==> src/rtl/arith_serial_ctrl_if.sv <==
// arith_serial_ctrl_if: start/done request bus (start, op, a_in, b_in -> busy, done, result, flag)
interface arith_serial_ctrl_if #(parameter int WIDTH = 8);
  logic start;
  logic [1:0] op;
  logic [WIDTH-1:0] a_in;
  logic [WIDTH-1:0] b_in;
  logic busy;
  logic done;
  logic [WIDTH-1:0] result;
  logic flag;
  modport master(output start, op, a_in, b_in, input busy, done, result, flag);
  modport slave(input start, op, a_in, b_in, output busy, done, result, flag);
endinterface

==> src/rtl/arith_serial_ctrl.sv <==
// arith_serial_ctrl: bit-serial ADD/SUB/AND/OR sequencer around a 1-bit arith slice
// Ports: clk, rst (sync, active-high); bus = request handshake (slave side);
// sl_a/sl_b/sl_ci/sl_ei drive the slice, sl_s/sl_c/sl_di/sl_an/sl_o come back from it.
// ARITH_SAT_EN defined: saturate ADD overflow to all ones and SUB underflow to 0.
module arith_serial_ctrl #(parameter int WIDTH = 8) (
  input  logic clk,
  input  logic rst,
  arith_serial_ctrl_if.slave bus,
  output logic sl_a,
  output logic sl_b,
  output logic sl_ci,
  output logic sl_ei,
  input  logic sl_s,
  input  logic sl_c,
  input  logic sl_di,
  input  logic sl_an,
  input  logic sl_o
);
  localparam int CW = $clog2(WIDTH);
  localparam logic [CW-1:0] LAST = CW'(WIDTH - 1);
  typedef enum logic [1:0] {IDLE, RUN, DONE} state_t;
  state_t state, state_nxt;
  logic [1:0] op_r;
  logic [WIDTH-1:0] a_sh, b_sh, acc, acc_nxt, res_nxt;
  logic [CW-1:0] cnt;
  logic cy, cy_nxt, rb;
  always_ff @(posedge clk)
    state <= rst ? IDLE : state_nxt;
  always_comb begin
    state_nxt = state == IDLE ? (bus.start ? RUN : IDLE) :
                state == RUN  ? (cnt == LAST ? DONE : RUN) : IDLE;
    bus.busy = state == RUN;
    bus.done = state == DONE;
    sl_a = a_sh[0];
    sl_b = b_sh[0];
    sl_ci = cy & (op_r == 2'b00);
    sl_ei = cy & (op_r == 2'b01);
    // the slice only gives a^b, so the carry/borrow is folded in here
    rb = op_r[1] ? (op_r[0] ? sl_o : sl_an) : sl_s ^ cy;
    cy_nxt = op_r == 2'b00 ? sl_c : op_r == 2'b01 ? sl_di : 1'b0;
    acc_nxt = {rb, acc[WIDTH-1:1]};
`ifdef ARITH_SAT_EN
    res_nxt = cy_nxt && !op_r[1] ? {WIDTH{~op_r[0]}} : acc_nxt;
`else
    res_nxt = acc_nxt;
`endif
  end
  always_ff @(posedge clk) begin
    if (rst) begin
      op_r <= '0;
      a_sh <= '0;
      b_sh <= '0;
      acc <= '0;
      cnt <= '0;
      cy <= 1'b0;
      bus.result <= '0;
      bus.flag <= 1'b0;
    end else if (state == IDLE && bus.start) begin
      op_r <= bus.op;
      a_sh <= bus.a_in;
      b_sh <= bus.b_in;
      acc <= '0;
      cnt <= '0;
      cy <= 1'b0;
    end else if (state == RUN) begin
      acc <= acc_nxt;
      a_sh <= a_sh >> 1;
      b_sh <= b_sh >> 1;
      cnt <= cnt + 1'b1;
      cy <= cy_nxt;
      if (cnt == LAST) begin
        bus.result <= res_nxt;
        bus.flag <= cy_nxt;
      end
    end
  end
endmodule

==> src/flat_wrapper.sv <==
// flat-port wrapper written by rule: the top's interface ports become plain ports
module arith_serial_ctrl_flat 
#(parameter int WIDTH = 8)
  (clk, rst, sl_a, sl_b, sl_ci, sl_ei, sl_s, sl_c, sl_di, sl_an, sl_o, bus_start, bus_op, bus_a_in, bus_b_in, bus_busy, bus_done, bus_result, bus_flag);
  arith_serial_ctrl_if #(.WIDTH(WIDTH)) bus_i ();
  input  logic clk;
  input  logic rst;
  output logic sl_a;
  output logic sl_b;
  output logic sl_ci;
  output logic sl_ei;
  input  logic sl_s;
  input  logic sl_c;
  input  logic sl_di;
  input  logic sl_an;
  input  logic sl_o;
  input wire logic [$bits(bus_i.start)-1:0] bus_start;
  input wire logic [$bits(bus_i.op)-1:0] bus_op;
  input wire logic [$bits(bus_i.a_in)-1:0] bus_a_in;
  input wire logic [$bits(bus_i.b_in)-1:0] bus_b_in;
  output wire logic [$bits(bus_i.busy)-1:0] bus_busy;
  output wire logic [$bits(bus_i.done)-1:0] bus_done;
  output wire logic [$bits(bus_i.result)-1:0] bus_result;
  output wire logic [$bits(bus_i.flag)-1:0] bus_flag;
  assign bus_i.start = bus_start;
  assign bus_i.op = bus_op;
  assign bus_i.a_in = bus_a_in;
  assign bus_i.b_in = bus_b_in;
  assign bus_busy = bus_i.busy;
  assign bus_done = bus_i.done;
  assign bus_result = bus_i.result;
  assign bus_flag = bus_i.flag;
  arith_serial_ctrl #(.WIDTH(WIDTH)) u_core (.clk(clk), .rst(rst), .bus(bus_i), .sl_a(sl_a), .sl_b(sl_b), .sl_ci(sl_ci), .sl_ei(sl_ei), .sl_s(sl_s), .sl_c(sl_c), .sl_di(sl_di), .sl_an(sl_an), .sl_o(sl_o));
endmodule
==> config.mk <==
export PLATFORM = sky130hd
export DESIGN_NAME = arith_serial_ctrl_flat
export DESIGN_NICKNAME = d
export VERILOG_FILES = /design/src/rtl/arith_serial_ctrl_if.sv /design/src/rtl/arith_serial_ctrl.sv /design/src/flat_wrapper.sv
export SDC_FILE = /design/constraint.sdc
export NUM_CORES = 1
export LEC_CHECK = 0
export CAP_MARGIN = 20
export CORE_UTILIZATION = 48
export CTS_CLUSTER_SIZE = 28
export DETAILED_ROUTE_END_ITERATION = 6
export PLACE_DENSITY = 0.75
export SLEW_MARGIN = 25
export SYNTH_ARGS = -nofsm -noshare
export SYNTH_HDL_FRONTEND = slang
export SYNTH_SLANG_ARGS = --single-unit
==> constraint.sdc <==
create_clock -name clk -period 1.8 [get_ports clk]
set_input_delay 0.18 -clock clk [delete_from_list [all_inputs] [get_ports clk]]
set_output_delay 0.18 -clock clk [all_outputs]
set_load 0.02 [all_outputs]
==> results of run 1 <==
## logic make-up after synthesis
logic type	synth area share (%)
AND/OR/NAND/NOR	25.1
AO/OA/AOI/OAI	18.4
flip-flops	46.8
buffers and inverters	5.27
multiplexers	1.90
XOR/XNOR	1.02
adder cells (fa/ha/maj)	1.46
## power groups by stage
stage                     Clock, mW  Combinational [mW]  Sequential [mW]
after global routing          0.471               0.291            0.959
final                         0.431               0.265            0.952
after CTS                     0.439               0.268            0.953
after global placement            0               0.264            0.972
after floorplan                   0               0.162            0.971
after detailed placement          0               0.267            0.972
## worst max-delay path, stage by stage (launching register included)
cell	delay, ns
dfxtp_2	0.42
nor2b_1	0.17
clkdlybuf4s50_1	0.62
## layer usage
metal	vias up	GRT usage (%)	routed length, µm
li1	756	-	-
met1	670	25.2	1690
met2	36	30.1	1510
met3	6	6.63	188
met4	0	7.62	53
met5	-	0	0
## worst paths after layout
| kind | start | to | slack, ns | cells after the start |
|---|---|---|---|---|
| hold reg to reg | u_core.bus.result[4] | u_core.bus.result[4] | 0.46 | 2 |
| setup / recovery | u_core.state[1] | bus_done | 0.07 | 2 |
| setup reg to reg | u_core.cnt[0] | u_core.bus.result[7] | 0.38 | 4 |
| hold / removal | bus_op[0] | u_core.op_r[0] | 0.39 | 3 |
## final cells by class
type | instances | area [µm²]
Clock buffer | 5 | 37.5
Tap cell | 46 | 57.6
Timing Repair Buffer | 48 | 478
Clock inverter | 2 | 12.5
Sequential cell | 40 | 805
Inverter | 1 | 3.75
Fill cell | 312 | 1150
Multi-Input combinational cell | 145 | 820
## timing repair
action | CTS | global route
resized for setup | 2 | 3
hold endpoints to repair | 0 | 0
endpoints found under the setup margin | 2 | 3
buffers inserted | 0 | 0
## registers in the layout, indices dropped and copies added, names as in the netlist
signal             count
u_core.a_sh            8
u_core.acc             7
u_core.b_sh            8
u_core.bus.flag        1
u_core.bus.result      8
u_core.cnt             3
u_core.cy              1
u_core.op_r            2
u_core.state           2
## placed cells by master, fill, tap and decap left out, types with 2 or more instances in the layout
cell | netlist | layout
clkbuf_4 | 0 | 5
ha_1 | 2 | 2
clkdlybuf4s50_1 | 0 | 38
a311oi_1 | 7 | 7
nand2_1 | 65 | 65
dfxtp_1 | 40 | 37
nor2_1 | 19 | 19
a311oi_2 | 7 | 7
dlymetal6s2s_1 | 0 | 2
buf_4 | 4 | 7
nand2b_1 | 2 | 2
nand3b_1 | 5 | 5
dfxtp_2 | 0 | 3
and3b_1 | 2 | 2
mux2_2 | 2 | 2
a21oi_1 | 19 | 19
a22oi_1 | 2 | 2
## stage by stage
step | cell area (µm²) | worst slack (ns) | util (%) | hold slack (ns)
after floorplan | 1710 | 0.488 | - | 0.316
after global placement | 2150 | 0.147 | 64.1 | 0.445
after detailed placement | 2150 | 0.147 | 64.1 | 0.447
after CTS | 2210 | 0.0121 | 65.6 | 0.386
after global routing | 2210 | 0.00245 | 65.8 | 0.391
final | 2210 | 0.0672 | 65.8 | 0.393
==> summary.md, run 1 <==
| Metric | Value |
|---|---|
| Layout cells sized above 1 | 12.0% |
| Leak | between 0.8 and 0.9 nW |
| DR pass1 iterations | 4 |
| Total core area | between 3000 and 4000 µm² |
| DRC Markers | 0 |
| FFs w/ async S/R, synth | 0% |
| Cell taking the most area after synthesis | dfxtp_1 |
| Initial antenna violation count | 0 |
| Largest net degree at the start of global routing | 29 |
| Post-DRT Antenna Nets | 0 |
| DR WL/cell | 12.0 µm |
| GRT Residual Overflow | 0 |
| Critical-path maximum fanout | 8 |
| Via-to-Cell Ratio | 5.11 |
| Synth top area cells | dfxtp_1 (47%), nand2_1 (14%), a311oi_2 (6.1%) |
| Critical path endpoint category | primary output |
| Clk Latency, worst-skew pair | 0.35 ns |
| PD cells | ~740 nW/µm² |
| Most common cell in the synthesized netlist | nand2_1 |
| Number of core rows | 21 |
| Number of global-route vias before repair | 1230 |
| Setup Skew | between 0.01 and 0.015 ns |
| Startpoint Class | register |
| Reg clk slew, reported paths | approximately 0.12 ns |
| Routability cong. | ~0.73 |
| IO Pins | 41 |
| Max Cap Viol | 0 |
| Clock Sinks | 40 |
| CTS max path bufs | 2 |
| H-tree levels | 2 |
| Total die area | 3810 µm² |
| Slew Viols, Final | 0 |
| Setup_tns | 0 ns |
| Total GRT Usage | 19.5% |
| NetSw | 442 µW |
| Mapped cell area | between 1500 and 2000 µm² |
| Buffers on Ports | 40 |
| WS Path Type | register to primary output |
| Critical path arrival | 1.55 ns |
| Seq/Total Area, Yosys | between 40% and 50% |
| P&R area growth vs syn | 29.4% |
| DP HPWL | 2440 µm |
| Setup Viol. Count Final | 0 |
| Fin cells | 287 |
| Min-delay worst type | input pin to register |
| Num CTS Buffers | 5 |
| Worst slew pin tran | roughly 0.43 ns |
| Cts-stage hold buffer count | 0 |
| Synth cell types | 30 |
| Period minus WS final | 1.73 ns |
| Final worst-path cycle share | 96.3% |
| Sequential Power Share | between 50 and 60% |
| Logic gate share of total power | 16.1% |
| Placed insts | 280 |
| Initial Util | around 51% |
| Warnings from Yosys | 0 |
| Top achievable clock speed | ~580 MHz |
| Root Driver | clkbuf_4 |
| First-pass GRT wire length | around 5400 µm |
| Register bit total from synthesis | 40 |
| Switching share of total power | 26.8% |
| Unrepaired setup endpoints after global routing | false |
| Chip height | 61.7 µm |
| Die X-Extent | between 60 and 70 µm |
| Worst vdd ir | approximately 0.45 mV |
| Cell count after synthesis | 200 |
| Routed WL | 3450 µm |
| Synth top area share | between 40% and 50% |
| Synth Flop Type | dfxtp_1 |
| CP required | around 1.6 ns |
| Syn Nets | approximately 230 |
| P_int | 1.21 mW |
| Clock share of power | 26.1% |
| Routed vias | between 1000 and 1500 |
| Status | complete, no violations |
| Syn avg cell area | 8.55 µm² |
| Number of synthesized flops with an enable pin | 0 |
| Power Total | 1.65 mW |
| Antenna Cells | 0 |
| Nets@finish | 269 |
| Initial DRC count | just under 70 |
| Slew headroom | between 70 and 80% |
| Synth cell count leaders | nand2_1 (65), dfxtp_1 (40), a21oi_1 (19), nor2_1 (19) |
| TritonCTS clock tree | done |
| Final hold vios | 0 |
(Power assumes the default switching activity.)
==> run 2, diff against run 1 <==
--- a/config.mk
+++ b/config.mk
@@ -9,8 +9,10 @@
 export CORE_UTILIZATION = 48
 export CTS_CLUSTER_SIZE = 28
 export DETAILED_ROUTE_END_ITERATION = 6
+export HOLD_SLACK_MARGIN = 0.02
 export PLACE_DENSITY = 0.75
 export SLEW_MARGIN = 25
 export SYNTH_ARGS = -nofsm -noshare
 export SYNTH_HDL_FRONTEND = slang
 export SYNTH_SLANG_ARGS = --single-unit
+export TNS_END_PERCENT = 100
==> results of run 2 <==
Final layout, timing and power as in run 1 (identical DEF).
